**config.mk**
```make
export PLATFORM = sky130hd
export DESIGN_NAME = datapath_regfile_alu
export DESIGN_NICKNAME = d
export VERILOG_FILES = /design/src/rtl/datapath_regfile_alu_pkg.sv /design/src/rtl/datapath_regfile_alu_alu.sv /design/src/rtl/datapath_regfile_alu.sv
export SDC_FILE = /design/constraint.sdc
export NUM_CORES = 1
export LEC_CHECK = 0
export BUFFER_PORTS_ARGS = -buffer_cell sky130_fd_sc_hd__buf_4
export CAP_MARGIN = 20
export CORE_MARGIN = 1.5
export CORE_UTILIZATION = 60
export CTS_CLUSTER_DIAMETER = 50
export DETAILED_ROUTE_END_ITERATION = 12
export HOLD_SLACK_MARGIN = 0.12
export PLACE_DENSITY = 0.8
export SLEW_MARGIN = 25
export SYNTH_ARGS = -nofsm -noshare
export SYNTH_HDL_FRONTEND = slang
export SYNTH_SLANG_ARGS = --single-unit
```
**constraint.sdc**
```tcl
create_clock -name clk -period 10.95 [get_ports clk]
set_input_delay 3.285 -clock clk [delete_from_list [all_inputs] [get_ports clk]]
set_output_delay 3.285 -clock clk [all_outputs]
set_load 0.03 [all_outputs]
```
**src/rtl/datapath_regfile_alu_pkg.sv**
```systemverilog
// Shared types and constants for the register-file/ALU datapath.
// Opcodes, register select codes and the status flag bundle.
package datapath_regfile_alu_pkg;

  localparam int DEF_DATAWIDTH     = 8;
  localparam int DEF_SELECTIONALU  = 3;
  localparam int DEF_SELECTIONDECO = 3;

  typedef enum logic [2:0] {
    ALU_PASSA = 3'b000,
    ALU_PASSB = 3'b001,
    ALU_ADD   = 3'b010,
    ALU_SUB   = 3'b011,
    ALU_AND   = 3'b100,
    ALU_OR    = 3'b101,
    ALU_XOR   = 3'b110,
    ALU_NOTA  = 3'b111
  } alu_op_e;

  localparam logic [2:0] SEL_NONE = 3'b111;
  localparam logic [2:0] REG_RP0  = 3'b110;
  localparam logic [2:0] REG_RP1  = 3'b111;

  typedef struct packed {
    logic v;
    logic c;
    logic n;
    logic z;
  } flags_t;

endpackage

```
**src/rtl/datapath_regfile_alu_alu.sv**
```systemverilog
// Combinational ALU: opcode, A, B -> result, carry, signed overflow.
// SUB carry means "no borrow" (A >= B unsigned).
module alu_unit
  import datapath_regfile_alu_pkg::*;
#(
  parameter int W   = DEF_DATAWIDTH,
  parameter int OPW = DEF_SELECTIONALU
) (
  input  logic [OPW-1:0] op,
  input  logic [W-1:0]   a,
  input  logic [W-1:0]   b,
  output logic [W-1:0]   res,
  output logic           carry,
  output logic           ovf
);

  logic [W:0] sum;
  logic [W:0] diff;

  always_comb begin
    sum   = {1'b0, a} + {1'b0, b};
    diff  = {1'b0, a} - {1'b0, b};
    res   = '0;
    carry = 1'b0;
    ovf   = 1'b0;
    unique case (op)
      ALU_PASSA: res = a;
      ALU_PASSB: res = b;
      ALU_ADD: begin
        res   = sum[W-1:0];
        carry = sum[W];
        ovf   = (a[W-1] == b[W-1]) &&
                (res[W-1] != a[W-1]);
      end
      ALU_SUB: begin
        res   = diff[W-1:0];
        carry = ~diff[W];
        ovf   = (a[W-1] != b[W-1]) &&
                (res[W-1] != a[W-1]);
      end
      ALU_AND:  res = a & b;
      ALU_OR:   res = a | b;
      ALU_XOR:  res = a ^ b;
      ALU_NOTA: res = ~a;
    endcase
  end

endmodule

```
**src/rtl/datapath_regfile_alu.sv**
```systemverilog
// 8-entry register file plus ALU; R6/R7 are host-loaded program regs.
// Flags and R0 mirror are registered; bus C is combinational.
module datapath_regfile_alu
  import datapath_regfile_alu_pkg::*;
#(
  parameter int DATAWIDTH     = DEF_DATAWIDTH,
  parameter int SELECTIONALU  = DEF_SELECTIONALU,
  parameter int SELECTIONDECO = DEF_SELECTIONDECO
) (
  input  logic                     clk,
  input  logic                     lowRst,
  input  logic [SELECTIONDECO-1:0] sSelDecoA,
  input  logic [SELECTIONDECO-1:0] sSelDecoB,
  input  logic [SELECTIONDECO-1:0] sSelDecoC,
  input  logic [SELECTIONALU-1:0]  sSelAlu,
  input  logic                     iLoad,
  input  logic [DATAWIDTH-1:0]     iProg0,
  input  logic [DATAWIDTH-1:0]     iProg1,
  output logic                     sOverflow,
  output logic                     sCarry,
  output logic                     sNegative,
  output logic                     sZero,
  output logic [DATAWIDTH-1:0]     oBusC,
  output logic [DATAWIDTH-1:0]     oR0
);

  localparam int NREG = 2 ** SELECTIONDECO;

  logic [DATAWIDTH-1:0] regs [NREG];
  logic [DATAWIDTH-1:0] busA;
  logic [DATAWIDTH-1:0] busB;
  logic                 aluCarry;
  logic                 aluOvf;
  logic                 wrEn;
  logic                 wrBlock;
  flags_t               flags;

  assign busA = regs[sSelDecoA];
  assign busB = regs[sSelDecoB];

  alu_unit #(
    .W   (DATAWIDTH),
    .OPW (SELECTIONALU)
  ) u_alu (
    .op    (sSelAlu),
    .a     (busA),
    .b     (busB),
    .res   (oBusC),
    .carry (aluCarry),
    .ovf   (aluOvf)
  );

  assign wrEn    = (sSelDecoC != SEL_NONE);
  // Host load owns R6 when both target it on the same edge
  assign wrBlock = iLoad && (sSelDecoC == REG_RP0);

  always_ff @(posedge clk) begin
    if (!lowRst) begin
      for (int i = 0; i < NREG; i++) begin
        regs[i] <= '0;
      end
      regs[REG_RP0] <= iProg0;
      regs[REG_RP1] <= iProg1;
      flags         <= '0;
      oR0           <= '0;
    end else begin
      oR0 <= regs[0];
      if (wrEn && !wrBlock) begin
        regs[sSelDecoC] <= oBusC;
      end
      if (iLoad) begin
        regs[REG_RP0] <= iProg0;
        regs[REG_RP1] <= iProg1;
      end
      if (wrEn) begin
        flags.v <= aluOvf;
        flags.c <= aluCarry;
        flags.n <= oBusC[DATAWIDTH-1];
        flags.z <= (oBusC == '0);
      end
    end
  end

  assign sOverflow = flags.v;
  assign sCarry    = flags.c;
  assign sNegative = flags.n;
  assign sZero     = flags.z;

endmodule
```
### Word-level counts from Yosys, hierarchy flattened

Memory sizes are Yosys's and may differ from the RTL's. A register that Yosys moved wholly into a read port is not among the register bits.
Index checks and enable logic that the tools add are counted.

* flip-flop bits (word level): 4
* memory bits (writable): 64
* logic and storage cells: 55
* memories: 1

* add/sub/neg operators: 2
* eq/ne operators: 13
* mux-type cells: 17
* bitwise gates (word level): 9
* reduce and logical (&&, ||, !) cells: 9

Memory list
* regs: words 8, bits a word 8, rd ports 3, clocked after Yosys merged registers in 1, wr ports 8, RTL line datapath_regfile_alu.sv:29 `logic [DATAWIDTH-1:0] regs [NREG];`

Operator list (count)
* 8-bit case mux with 8 select lines: 1
* 8-bit two-way mux: 5
* 3-bit == test (second input constant): 5
* 8-bit by 8-bit adder with 9-bit output: 1
* 8-bit by 8-bit subtractor with 9-bit output: 1
* 8-bit bitwise AND: 1
* 8-bit zero test: 1
* 1-bit two-way mux: 8
* 8-bit inverter: 1
* 8-bit OR: 1
* 8-bit OR reduction: 1
* 8-bit XOR: 1
* 3-bit by 2-bit == test with 1-bit output (second input constant): 2
* 1-bit logical AND: 4
* 1-bit OR: 4
* 1-bit case mux with 2 select lines: 2
* 3-bit by 1-bit == test with 1-bit output (second input constant): 1
* 3-bit zero test: 1
* 3-bit two-way mux: 1
* 1-bit inequality test: 3
* 3-bit inequality test (second input constant): 1
* 1-bit zero test: 2
* 1-bit == test: 1
* 1-bit inverter: 1

### Logic depth before layout (Yosys ltp)

Gate-level depths: netlist of run 1.

* word-level depth: 9
* mapped depth: 16
* depth with buffers taken out: 13

### Modules after synthesis

A second synthesis of run 1 with hierarchy kept.

* cell total of the unflattened synthesis: 450
* area total of the unflattened synthesis: 5333.9 µm²

Modules (own cells, without submodules)
* datapath_regfile_alu: instances 1, cells each 242, area each 3947.5 µm², sequential area each 2162.1 µm²
* alu_unit: instances 1, cells each 208, area each 1386.3 µm², sequential area each 0.0 µm²

### Worst setup path before layout of run 1

No wires, ideal clock.

* path type: input to output
* start point: input sSelDecoB[1]
* end point: output oBusC[4]
* arrival time: 6.805 ns
* required time: 7.665 ns
* path slack: 0.860 ns
* stages: 12
* path buffers: 2
* cells stage by stage: buf_2 -> buf_2 -> mux4_2 -> mux2_2 -> fa_1 -> o21ba_1 -> o2111a_1 -> a221o_1 -> a221oi_2 -> o21ai_1 -> a221oi_4 -> inv_1

* longest elaborated chain between the ends: 3

Ends and longest elaborated chain
* start: declaration: RTL line datapath_regfile_alu.sv:13 `input logic [SELECTIONDECO-1:0] sSelDecoB,`
* memory read 8 x 8 bit (*)
* 8-bit by 8-bit subtractor with 9-bit output, or another cell as far along: RTL line datapath_regfile_alu_alu.sv:22 `diff = {1'b0, a} - {1'b0, b};`
* 8-bit case mux with 8 select lines (*): RTL line datapath_regfile_alu_alu.sv:26 `unique case (op)`
* end: declaration: RTL line datapath_regfile_alu.sv:23 `output logic [DATAWIDTH-1:0] oBusC,`

Mark *: on every way between the ends. The rest lies on a longest branch, timed or not.

### Worst setup path after layout of run 1

Ends and elaborated chain as after synthesis.

==> out/summary.txt, run 1 <==
LAYOUT
---------------------------------------------------------------------------------
Layout cells sized above 1                                                  20.2%
Final core utilization                                                      69.7%
Count of antenna diodes in the layout                                           0
Area growth from synthesis to layout                                        11.3%
Layout Nets                                                                   561
Sequential cell area                                                  0.00216 mm²
Multi-input combinational cell area                                   0.00279 mm²
Number of inserted filler cells in the final layout                           595

GLOBAL ROUTE
---------------------------------------------------------------------------------
Maximum number of pins on one net before global-route repair                   41
Global-route wire length before repair                                   19100 µm
Grt ovf                                                                         0
Total GRT Usage                                                             28.4%
Number of antenna violations at the first check in global routing               0
Number of global-route vias before repair                                    3684

POWER AND IR DROP
---------------------------------------------------------------------------------
Logic gate share of total power                                             31.5%
Portion of total power attributed to sequential cells                       40.0%
Switching power as a share of total power                                   33.5%
Cell internal pwr                                                          575 µW
Switching pwr                                                              290 µW
Power per Cell Area                                                    149 mW/mm²
Reported leakage power                                                    2.43 nW
Maximum vdd drop                                                           112 µV
Clock share of power                                                        28.5%

YOSYS
---------------------------------------------------------------------------------
Avg Synthesized Cell Area                                                11.1 µm²
Mapped cell area                                                      0.00523 mm²
Total number of yosys warnings                                                  0
Synthesized netlist net count                                                 528
Yosys reg bits                                                                 76
Distinct cell type count of the synthesized netlist                            68
Post-synthesis instance total                                                 471
Share of synthesized area occupied by flip-flops and latches                41.4%
Fraction of registers with async set or reset after synthesis                  0%
Prevailing post-synth register cell                                      edfxtp_1
Count of flip-flops with a built-in enable after synthesis                     64

DRT
---------------------------------------------------------------------------------
Routed WL per cell                                                        20.2 µm
Drt first pass iters                                                            5
Routed WL                                                                12400 µm
Remaining antenna violation count after routing                                 0
Count of vias placed by the detailed router                                  3982
Residual DRC                                                                    0
Vias per cell                                                                6.49
Iteration-0 DRC Markers                                                       368

DIE
---------------------------------------------------------------------------------
Total die area                                                        0.00928 mm²
Core Box Area                                                         0.00834 mm²
Chip width                                                                96.3 µm
Initial cell density of the core                                            62.7%
Num ports                                                                      51
Number of cell rows                                                            33
Die H                                                                     96.3 µm

STA
---------------------------------------------------------------------------------
Number of max-slew violations in the final report                               0
Final setup violation count                                                     0
Maximum clock rate                                                       97.4 MHz
Unrepaired setup endpoints after global routing                                no
Final count of hold timing violations                                           0
Post-route clock skew                                                   0.0105 ns
Setup total negative slack                                                   0 ns
Period utilisation layout                                                   93.7%
Post-layout minimum cycle time                                           10.26 ns
Post-layout worst setup margin                                           0.685 ns
Tightest slew margin relative to the limit                                  44.2%
Transition time of the tightest slew-check pin                           0.836 ns

CLOCK NETWORK
---------------------------------------------------------------------------------
Total of hold buffers inserted after clock tree synthesis                       0
Clock buffer count from CTS                                                     9
Buffers from clock root to sink, at most                                        2
Source-to-sink clock delay at the later pin of the worst-skew pair        0.35 ns
Setup repair bufs after CTS                                                     0
Clock slew seen by the registers of the worst setup and hold paths        0.09 ns
Post-cts resize count                                                           0
Root Buffer Master                                                       clkbuf_8
Number of sinks driven by the clock tree                                       76
Number of H-tree levels                                                         3
CTS tree                                                                      yes

WORST SETUP PATH
---------------------------------------------------------------------------------
Crit Path Max Fanout                                                           16
Endpoint class of the critical path                                  primary output
Arrival time reported for the critical path endpoint                      6.98 ns
Critical path data required time                                          7.67 ns
WS Path Type                                                         primary input to primary output
Setup crit start kind                                                primary input

PLACED DESIGN
---------------------------------------------------------------------------------
Count of buffers from port buffering                                           50
Worst setup slack after placement                                        0.671 ns
DP HPWL                                                                   9250 µm
Final RePlAce weighted congestion                                           0.959

JOB
---------------------------------------------------------------------------------
MaxCap Viol Count                                                               0

RUN STATUS
---------------------------------------------------------------------------------
Outcome                                                              finished, final reports clean

MIN PATH
---------------------------------------------------------------------------------
Type of the worst min-delay path                                     flip-flop to flip-flop

==> logic make-up after synthesis <==
group | share of synthesized area, %
flops | 41.4
mux | 19.3
xor+xnor | 1.17
simple gates | 14.1
buf+inv | 5.27
compound gates | 12.3
fa+ha+maj | 6.51
==> area by class of cell <==
type,instances,area share (%)
timing repair buffer,52,6.71
clock inverter,6,1.61
clock buffer,10,2.19
multi-input combinational,333,48.0
inverter,32,2.07
sequential,76,37.2
tap,105,2.26
==> layer usage <==
| metal | vias to the layer above | GRT usage [%] | share of wire, % |
|---|---|---|---|
| met1 | 1927 | 36.8 | 39 |
| li1 | 1823 | - | - |
| met4 | 0 | 10.6 | 1.8 |
| met3 | 19 | 5.61 | 8.3 |
| met5 | - | 0 | 0 |
| met2 | 213 | 47.2 | 51 |
==> layout by cell type (no fill, tap or decap), types with 14 or more instances in the layout <==
cell       n
o21ai_0   22
buf_4     52
and2_1    17
inv_1     30
mux4_2    19
mux4_1    14
edfxtp_1  64
nor2_1    65
ha_1      24
nand2_1   32
a21oi_1   17
==> per-stage QoR <==
stage | area (µm²) | instances | power [mW] | hold WS (ns)
after floorplan | 5230 | 471 | 0.547 | 0.459
after global placement | 5590 | 598 | 0.613 | 0.455
after detailed placement | 5590 | 598 | 0.620 | 0.457
after CTS | 5810 | 614 | 0.859 | 0.469
after global routing | 5810 | 614 | 0.897 | 0.536
final | 5810 | 614 | 0.864 | 0.464
==> cells in the mapped netlist, types with 6 or more instances <==
master	n	area (µm²)
nor2_1	65	244
edfxtp_1	64	1920
nand2_1	32	120
inv_1	30	113
ha_1	24	300
o21ai_0	22	110
mux4_2	19	428
a21oi_1	17	85.1
and2_1	17	106
mux4_1	14	368
clkbuf_1	13	48.8
dfxtp_1	12	240
mux2i_1	11	110
nor3_1	11	55.1
nand3_1	10	50.1
buf_2	9	45.0
a31oi_1	6	37.5
xnor2_1	6	52.6
==> registers in the layout, indices dropped and copies added, names as in the netlist <==
| signal | flops |
|---|---|
| sZero | 1 |
| oR0 | 8 |
| sCarry | 1 |
| sOverflow | 1 |
| sNegative | 1 |
| regs | 64 |
==> worst paths after layout <==
check	startpoint	end	slack (ns)	depth (start not counted)
setup / recovery	sSelDecoB[1]	oBusC[4]	0.69	14
hold / removal	sCarry	sCarry	0.46	2
setup reg to reg	regs[7][0]	sZero	6.77	14
hold reg to reg	sCarry	sCarry	0.46	2
==> worst max-delay path, cell delays in order <==
cell      delay [ns]
buf_4           0.27
mux4_2          0.54
mux2i_1         0.26
inv_1           0.11
ha_1            0.25
fa_1            0.46
o21ba_1         0.21
o2111a_1        0.23
a221o_1         0.27
a221oi_2        0.34
o21ai_1         0.17
a221oi_4        0.35
inv_1           0.07
buf_4           0.17
==> power by group through the flow <==
| stage | logic [mW] | clock network, mW | registers (mW) |
|---|---|---|---|
| floorplan | 0.198 | 0 | 0.350 |
| global placement | 0.263 | 0 | 0.350 |
| detailed placement | 0.269 | 0 | 0.352 |
| CTS | 0.270 | 0.244 | 0.345 |
| global route | 0.294 | 0.256 | 0.348 |
| finish | 0.272 | 0.246 | 0.346 |
Note: power is estimated with default switching activity, not from simulation.
==> run 2: changes to the inputs <==
- MAX_ROUTING_LAYER: default -> met4
==> run 2 against run 1 <==
Compared with the run above: setup slack improved by 0.028 ns; power down 2.3%; core utilization decreased by 0.27 points; via count rose by 0.70%; routed wire length rose by 3.9%; clock-buffer cell count fell by 1; sequential power is essentially flat; first-iteration DRC count fell by 20%; critical path type unchanged.
==> out/summary.txt, run 2 (synthesis gave the netlist of run 1 again) <==
POWER AND IR DROP
---------------------------------------------------------------------------------
Clock share of power                                                        26.5%   was 28.5%
Logic gate share of total power                                             32.4%   was 31.5%
Portion of total power attributed to sequential cells                       41.0%   was 40.0%
Maximum vdd drop                                                          91.0 µV   was 112 µV
Reported leakage power                                                    2.41 nW   was 2.43 nW
Switching pwr                                                              294 µW   was 290 µW
Switching power as a share of total power                                   34.8%   was 33.5%
Power per Cell Area                                                    146 mW/mm²   was 149 mW/mm²
Cell internal pwr                                                          550 µW   was 575 µW

PLACED DESIGN
---------------------------------------------------------------------------------
Count of buffers from port buffering                                           50   unchanged
DP HPWL                                                                   9560 µm   was 9250 µm
Final RePlAce weighted congestion                                           0.946   was 0.959
Post-place instance area                                              0.00559 mm²   unchanged

LAYOUT
---------------------------------------------------------------------------------
Commonest cells after routing, fill and taps aside                   nor2_1, edfxtp_1, buf_4, nand2_1, inv_1   unchanged
Layout Nets                                                                   561   unchanged
Multi-input combinational cell area                                   0.00279 mm²   unchanged
Sequential cell area                                                  0.00216 mm²   unchanged
Registers with the highest flip-flop counts                          regs (64), oR0 (8)   unchanged
Layout cells sized above 1                                                  20.2%   unchanged
Final design area excluding fillers                                   0.00579 mm²   was 0.00581 mm²
Number of inserted filler cells in the final layout                           623   was 595
Count of antenna diodes in the layout                                           0   unchanged
Area growth from synthesis to layout                                        10.8%   was 11.3%
Number of flip-flops in the largest register                                   64   unchanged
Largest register by flop count                                               regs   unchanged
Commonest non-fill, non-tap cell in the layout                             nor2_1   unchanged

CLOCK NETWORK
---------------------------------------------------------------------------------
Post-cts resize count                                                           0   unchanged
CTS tree                                                                      yes   unchanged
Total of hold buffers inserted after clock tree synthesis                       0   unchanged
Root Buffer Master                                                       clkbuf_8   unchanged
Setup repair bufs after CTS                                                     0   unchanged
Clock buffer count from CTS                                                     9   unchanged
Source-to-sink clock delay at the later pin of the worst-skew pair        0.36 ns   was 0.35 ns
Number of H-tree levels                                                         3   unchanged
Buffers from clock root to sink, at most                                        2   unchanged
Clock slew seen by the registers of the worst setup and hold paths        0.09 ns   about the same
Number of sinks driven by the clock tree                                       76   unchanged

DIE
---------------------------------------------------------------------------------
Num ports                                                                      51   unchanged
Initial cell density of the core                                            62.7%   unchanged
Chip width                                                                96.3 µm   unchanged
Number of cell rows                                                            33   unchanged
Total die area                                                        0.00928 mm²   unchanged
Die H                                                                     96.3 µm   unchanged
Core Box Area                                                         0.00834 mm²   unchanged

WORST SETUP PATH
---------------------------------------------------------------------------------
Worst reg2reg setup slack                                                 6.79 ns   was 6.77 ns
WS Path Type                                                         primary input to primary output   unchanged
Crit Path Max Fanout                                                           16   unchanged
Critical path data required time                                          7.67 ns   about the same
Largest stage delay on the critical path                                  0.55 ns   was 0.54 ns
Arrival time reported for the critical path endpoint                      6.95 ns   was 6.98 ns
Worst-path cell with the longest stage delay                               mux4_2   unchanged
Endpoint class of the critical path                                  primary output   unchanged
List of cells traversed by the critical path                         buf_4 > mux4_2 > mux2i_1 > inv_1 > ha_1 > fa_1 > o21ba_1 > o2111a_1 > a221o_1 > a221oi_2 > o21ai_1 > a221oi_4 > inv_1 > buf_4   unchanged
Setup crit start kind                                                primary input   unchanged

GLOBAL ROUTE
---------------------------------------------------------------------------------
Total GRT Usage                                                             30.8%   was 28.4%
Maximum number of pins on one net before global-route repair                   41   unchanged
Global-route wire length before repair                                   20000 µm   was 19100 µm
Number of antenna violations at the first check in global routing               0   unchanged
Grt ovf                                                                         0   unchanged
Number of global-route vias before repair                                    3891   was 3684

STA
---------------------------------------------------------------------------------
Period utilisation layout                                                   93.5%   was 93.7%
Transition time of the tightest slew-check pin                           0.840 ns   was 0.836 ns
Setup total negative slack                                                   0 ns   unchanged
Unrepaired setup endpoints after global routing                                no   unchanged
Post-route clock skew                                                   0.0145 ns   was 0.0105 ns
Number of max-slew violations in the final report                               0   unchanged
Post-layout minimum cycle time                                           10.24 ns   was 10.26 ns
Maximum clock rate                                                       97.7 MHz   was 97.4 MHz
Tightest slew margin relative to the limit                                  43.9%   was 44.2%
Final setup violation count                                                     0   unchanged
Final count of hold timing violations                                           0   unchanged

JOB
---------------------------------------------------------------------------------
MaxCap Viol Count                                                               0   unchanged

MIN PATH
---------------------------------------------------------------------------------
Type of the worst min-delay path                                     flip-flop to flip-flop   unchanged

DRT
---------------------------------------------------------------------------------
Highest Signal Layer                                                         met4   unchanged
Remaining antenna violation count after routing                                 0   unchanged
Met3 wire length                                                          1030 µm   about the same
Vias per cell                                                                6.53   was 6.49
Iteration-0 DRC Markers                                                       295   was 368
Residual DRC                                                                    0   unchanged
Routed WL                                                                12900 µm   was 12400 µm
Met1 wire length                                                          5000 µm   was 4790 µm
Met2 routed WL                                                            6430 µm   was 6360 µm
Routed WL per cell                                                        21.0 µm   was 20.2 µm
Drt first pass iters                                                            5   unchanged
Count of vias placed by the detailed router                                  4010   was 3982

RUN STATUS
---------------------------------------------------------------------------------
Outcome                                                              finished, final reports clean   unchanged

-- run 2: critical path, delay by kind of cell --
kind            cells  cell delay, ns
fa+ha+maj           2            0.72
buf+inv             4            0.61
compound gates      6            1.54
mux                 2            0.79
-- run 2: worst paths after layout --
| path | end | cells past startpoint | startpoint |
|---|---|---|---|
| max | oBusC[4] | 14 | sSelDecoB[1] |
| min | sCarry | 2 | sCarry |
| max reg2reg | sZero | 14 | regs[6][0] |
| min reg2reg | sCarry | 2 | sCarry |
-- run 2: area by class of cell --
cell class / count / area share (%)
well taps: 105 / 2.27
multi-input cells: 333 / 48.2
repair buffers: 52 / 6.74
clock buffers: 9 / 2.14
clock inverters: 7 / 1.30
inverters: 32 / 2.07
flip-flops and latches: 76 / 37.3
-- run 2: per-layer routing --
metal | GRT usage [%] | up-vias
met5 | - | -
met4 | 15.1 | 0
met3 | 5.29 | 38
met2 | 49.4 | 228
met1 | 38.0 | 1926
li1 | - | 1818
-- run 2: power by group through the flow --
stage                     registers (mW)  clock network [mW]  logic (mW)
after detailed placement           0.352                   0       0.269
after global placement             0.350                   0       0.263
after floorplan                    0.350                   0       0.198
after CTS                          0.346               0.225       0.271
after global routing               0.348               0.235       0.298
final                              0.346               0.224       0.274
-- run 2: metrics by stage --
| step | total power, mW | worst slack [ns] | cells | util, % | hold slack, ns |
|---|---|---|---|---|---|
| floorplan | 0.547 | 0.860 | 471 | - | 0.459 |
| global placement | 0.614 | 0.794 | 598 | 67.1 | 0.448 |
| detailed placement | 0.622 | 0.712 | 598 | 67.1 | 0.464 |
| CTS | 0.841 | 0.704 | 614 | 69.4 | 0.479 |
| global route | 0.880 | 0.457 | 614 | 69.4 | 0.495 |
| finish | 0.845 | 0.713 | 614 | 69.4 | 0.479 |
==> run 3: changes to the inputs <==
--- a/config.mk
+++ b/config.mk
@@ -8,7 +8,9 @@
 export BUFFER_PORTS_ARGS = -buffer_cell sky130_fd_sc_hd__buf_4
 export CAP_MARGIN = 20
+export CORE_ASPECT_RATIO = 0.8
 export CORE_MARGIN = 1.5
 export CORE_UTILIZATION = 60
 export CTS_CLUSTER_DIAMETER = 50
+export CTS_CLUSTER_SIZE = 10
 export DETAILED_ROUTE_END_ITERATION = 12
 export HOLD_SLACK_MARGIN = 0.12
==> constraint.sdc (replaced) <==
create_clock -name clk -period 10.95 [get_ports clk]
set_input_delay 3.285 -clock clk [delete_from_list [all_inputs] [get_ports clk]]
set_output_delay 3.285 -clock clk [all_outputs]
set_load 0.05 [all_outputs]
==> run 3 against run 2 <==
Compared with the run above: critical path depth did not move; final cell count is 1.1% higher; critical endpoint unchanged; setup slack got worse by 0.17 ns; core utilization shrank 1.1 points; worst hold slack better by 0.0048 ns; sequential cell count unchanged; sequential power about the same; first-iteration DRC count up 54%; via count grew 0.90%; combinational power is 7% higher.
==> out/summary.txt, run 3 (synthesis gave the netlist of run 1 again) <==
LAYOUT
---------------------------------------------------------------------------------
Number of inserted filler cells in the final layout                           614   was 623
Commonest non-fill, non-tap cell in the layout                             nor2_1   unchanged
Layout cells sized above 1                                                  20.4%   was 20.2%
Count of antenna diodes in the layout                                           0   unchanged
Registers with the highest flip-flop counts                          regs (64), oR0 (8)   unchanged
Number of flip-flops in the largest register                                   64   unchanged
Layout Nets                                                                   561   unchanged
Area growth from synthesis to layout                                        11.0%   was 10.8%
Commonest cells after routing, fill and taps aside                   nor2_1, edfxtp_1, buf_4, nand2_1, inv_1   unchanged
Largest register by flop count                                               regs   unchanged
Final design area excluding fillers                                   0.00580 mm²   was 0.00579 mm²
Non-Filler Instances                                                          621   was 614

CLOCK NETWORK
---------------------------------------------------------------------------------
CTS tree                                                                      yes   unchanged
Clock buffer count from CTS                                                     9   unchanged
Source-to-sink clock delay at the later pin of the worst-skew pair        0.35 ns   was 0.36 ns
Number of sinks driven by the clock tree                                       76   unchanged
Total of hold buffers inserted after clock tree synthesis                       0   unchanged
Post-cts resize count                                                           0   unchanged
Buffers from clock root to sink, at most                                        2   unchanged
Setup repair bufs after CTS                                                     0   unchanged
Root Buffer Master                                                       clkbuf_8   unchanged
Clock slew seen by the registers of the worst setup and hold paths        0.09 ns   about the same
Number of H-tree levels                                                         3   unchanged

GLOBAL ROUTE
---------------------------------------------------------------------------------
Grt ovf                                                                         0   unchanged
Number of global-route vias before repair                                    3778   was 3891
Total GRT Usage                                                             31.0%   was 30.8%
Global-route wire length before repair                                   20700 µm   was 20000 µm
Maximum number of pins on one net before global-route repair                   41   unchanged
Number of antenna violations at the first check in global routing               0   unchanged

POWER AND IR DROP
---------------------------------------------------------------------------------
Maximum vdd drop                                                          97.8 µV   was 91.0 µV
Power per Cell Area                                                    147 mW/mm²   was 146 mW/mm²
Total power                                                                856 µW   was 845 µW
Reported leakage power                                                    2.42 nW   was 2.41 nW

DRT
---------------------------------------------------------------------------------
Count of vias placed by the detailed router                                  4046   was 4010
Remaining antenna violation count after routing                                 0   unchanged
Met3 wire length                                                          1550 µm   was 1030 µm
Routed WL per cell                                                        21.4 µm   was 21.0 µm
Highest Signal Layer                                                         met4   unchanged
Drt first pass iters                                                            6   was 5
Routed WL                                                                13300 µm   was 12900 µm
Vias per cell                                                                6.52   was 6.53
Met1 wire length                                                          5440 µm   was 5000 µm
Residual DRC                                                                    0   unchanged
Met2 routed WL                                                            6060 µm   was 6430 µm
Iteration-0 DRC Markers                                                       454   was 295

WORST SETUP PATH
---------------------------------------------------------------------------------
End of the worst register-to-register path                                  sZero   unchanged
Critical path data required time                                          7.67 ns   about the same
WS Path Type                                                         primary input to primary output   unchanged
Largest stage delay on the critical path                                  0.56 ns   was 0.55 ns
Depth of the most critical reg-to-reg path                                     14   unchanged
List of cells traversed by the critical path                         buf_4 > mux4_2 > mux2i_1 > inv_1 > ha_1 > fa_1 > o21ba_1 > o2111a_1 > a221o_1 > a221oi_2 > o21ai_1 > a221oi_4 > inv_1 > buf_4   unchanged
Startpoint of the most critical register-to-register path              regs[7][0]   was regs[6][0]
Setup crit start kind                                                primary input   unchanged
Crit Path Max Fanout                                                           16   unchanged
Endpoint class of the critical path                                  primary output   unchanged
Worst-path cell with the longest stage delay                               mux4_2   unchanged
Arrival time reported for the critical path endpoint                      7.12 ns   was 6.95 ns
Worst reg2reg setup slack                                                 6.65 ns   was 6.79 ns

DIE
---------------------------------------------------------------------------------
Num ports                                                                      51   unchanged
Initial cell density of the core                                            61.6%   was 62.7%
Total die area                                                        0.00928 mm²   about the same
Chip width                                                                 107 µm   was 96.3 µm
Die H                                                                     86.5 µm   was 96.3 µm
Core Box Area                                                         0.00848 mm²   was 0.00834 mm²
Number of cell rows                                                            30   was 33

STA
---------------------------------------------------------------------------------
Unrepaired setup endpoints after global routing                                no   unchanged
Setup total negative slack                                                   0 ns   unchanged
Final setup violation count                                                     0   unchanged
Final count of hold timing violations                                           0   unchanged
Number of max-slew violations in the final report                               0   unchanged
Tightest hold margin                                                     0.483 ns   was 0.479 ns
Post-layout minimum cycle time                                           10.40 ns   was 10.24 ns
Period utilisation layout                                                   95.0%   was 93.5%
Tightest slew margin relative to the limit                                  36.3%   was 43.9%
Post-route clock skew                                                   0.0147 ns   was 0.0145 ns
Transition time of the tightest slew-check pin                           0.954 ns   was 0.840 ns
Maximum clock rate                                                       96.1 MHz   was 97.7 MHz

PLACED DESIGN
---------------------------------------------------------------------------------
Inst Count DP                                                                 605   was 598
Count of buffers from port buffering                                           50   unchanged
Post-place instance area                                              0.00560 mm²   was 0.00559 mm²
Final RePlAce weighted congestion                                           0.926   was 0.946
DP HPWL                                                                   9700 µm   was 9560 µm

MIN PATH
---------------------------------------------------------------------------------
Hold_sp                                                                    sCarry   unchanged
Hold EP                                                                    sCarry   unchanged
Min-Delay Path Depth                                                            2   unchanged
Type of the worst min-delay path                                     flip-flop to flip-flop   unchanged

JOB
---------------------------------------------------------------------------------
MaxCap Viol Count                                                               0   unchanged

RUN STATUS
---------------------------------------------------------------------------------
Outcome                                                              finished, final reports clean   unchanged

-- run 3: per-stage QoR --
| stage | util [%] | setup slack, ns |
|---|---|---|
| after detailed placement | 66.0 | 0.551 |
| after global routing | 68.4 | 0.324 |
| after floorplan | - | 0.789 |
| final | 68.4 | 0.546 |
| after CTS | 68.4 | 0.545 |
| after global placement | 66.0 | 0.714 |
-- run 3: area by class of cell --
cell class | instances | area [µm²] | area share, %
clock buffer | 9 | 124 | 2.14
clock inverter | 7 | 75.1 | 1.29
inverter | 32 | 120 | 2.07
multi-input combinational | 333 | 2790 | 48.1
sequential | 76 | 2160 | 37.3
tap | 112 | 140 | 2.42
timing repair buffer | 52 | 390 | 6.73
-- run 3: worst max path at each step --
stage | endpoint | slack, ns | cells past startpoint | startpoint
2_1_floorplan | oBusC[4] | 0.79 | 12 | sSelDecoB[1]
3_3_place_gp | oBusC[4] | 0.71 | 14 | sSelDecoB[1]
3_5_place_dp | oBusC[4] | 0.55 | 14 | sSelDecoB[1]
4_1_cts | oBusC[4] | 0.54 | 14 | sSelDecoB[1]
5_1_grt | oBusC[4] | 0.32 | 14 | sSelDecoB[1]
6_report | oBusC[4] | 0.55 | 14 | sSelDecoB[1]
-- run 3: power by group --
part	internal [mW]	total (mW)	leakage (nW)	switching, mW
sequential	0.334	0.346	0.765	0.0118
clock	0.107	0.217	0.104	0.110
combinational	0.110	0.293	1.55	0.183
total	0.551	0.856	2.42	0.305
-- run 3: worst max-delay path: cells and delay by family --
| kind | cells | cell delay, ns |
|---|---|---|
| mux | 2 | 0.86 |
| buf+inv | 4 | 0.66 |
| fa+ha+maj | 2 | 0.75 |
| compound gates | 6 | 1.55 |
-- run 3: layer usage --
metal  global-route usage, %  vias up
met5                       -        -
met4                    7.30        0
met3                    8.80       21
met2                    46.6      261
met1                    42.2     1950
li1                        -     1814
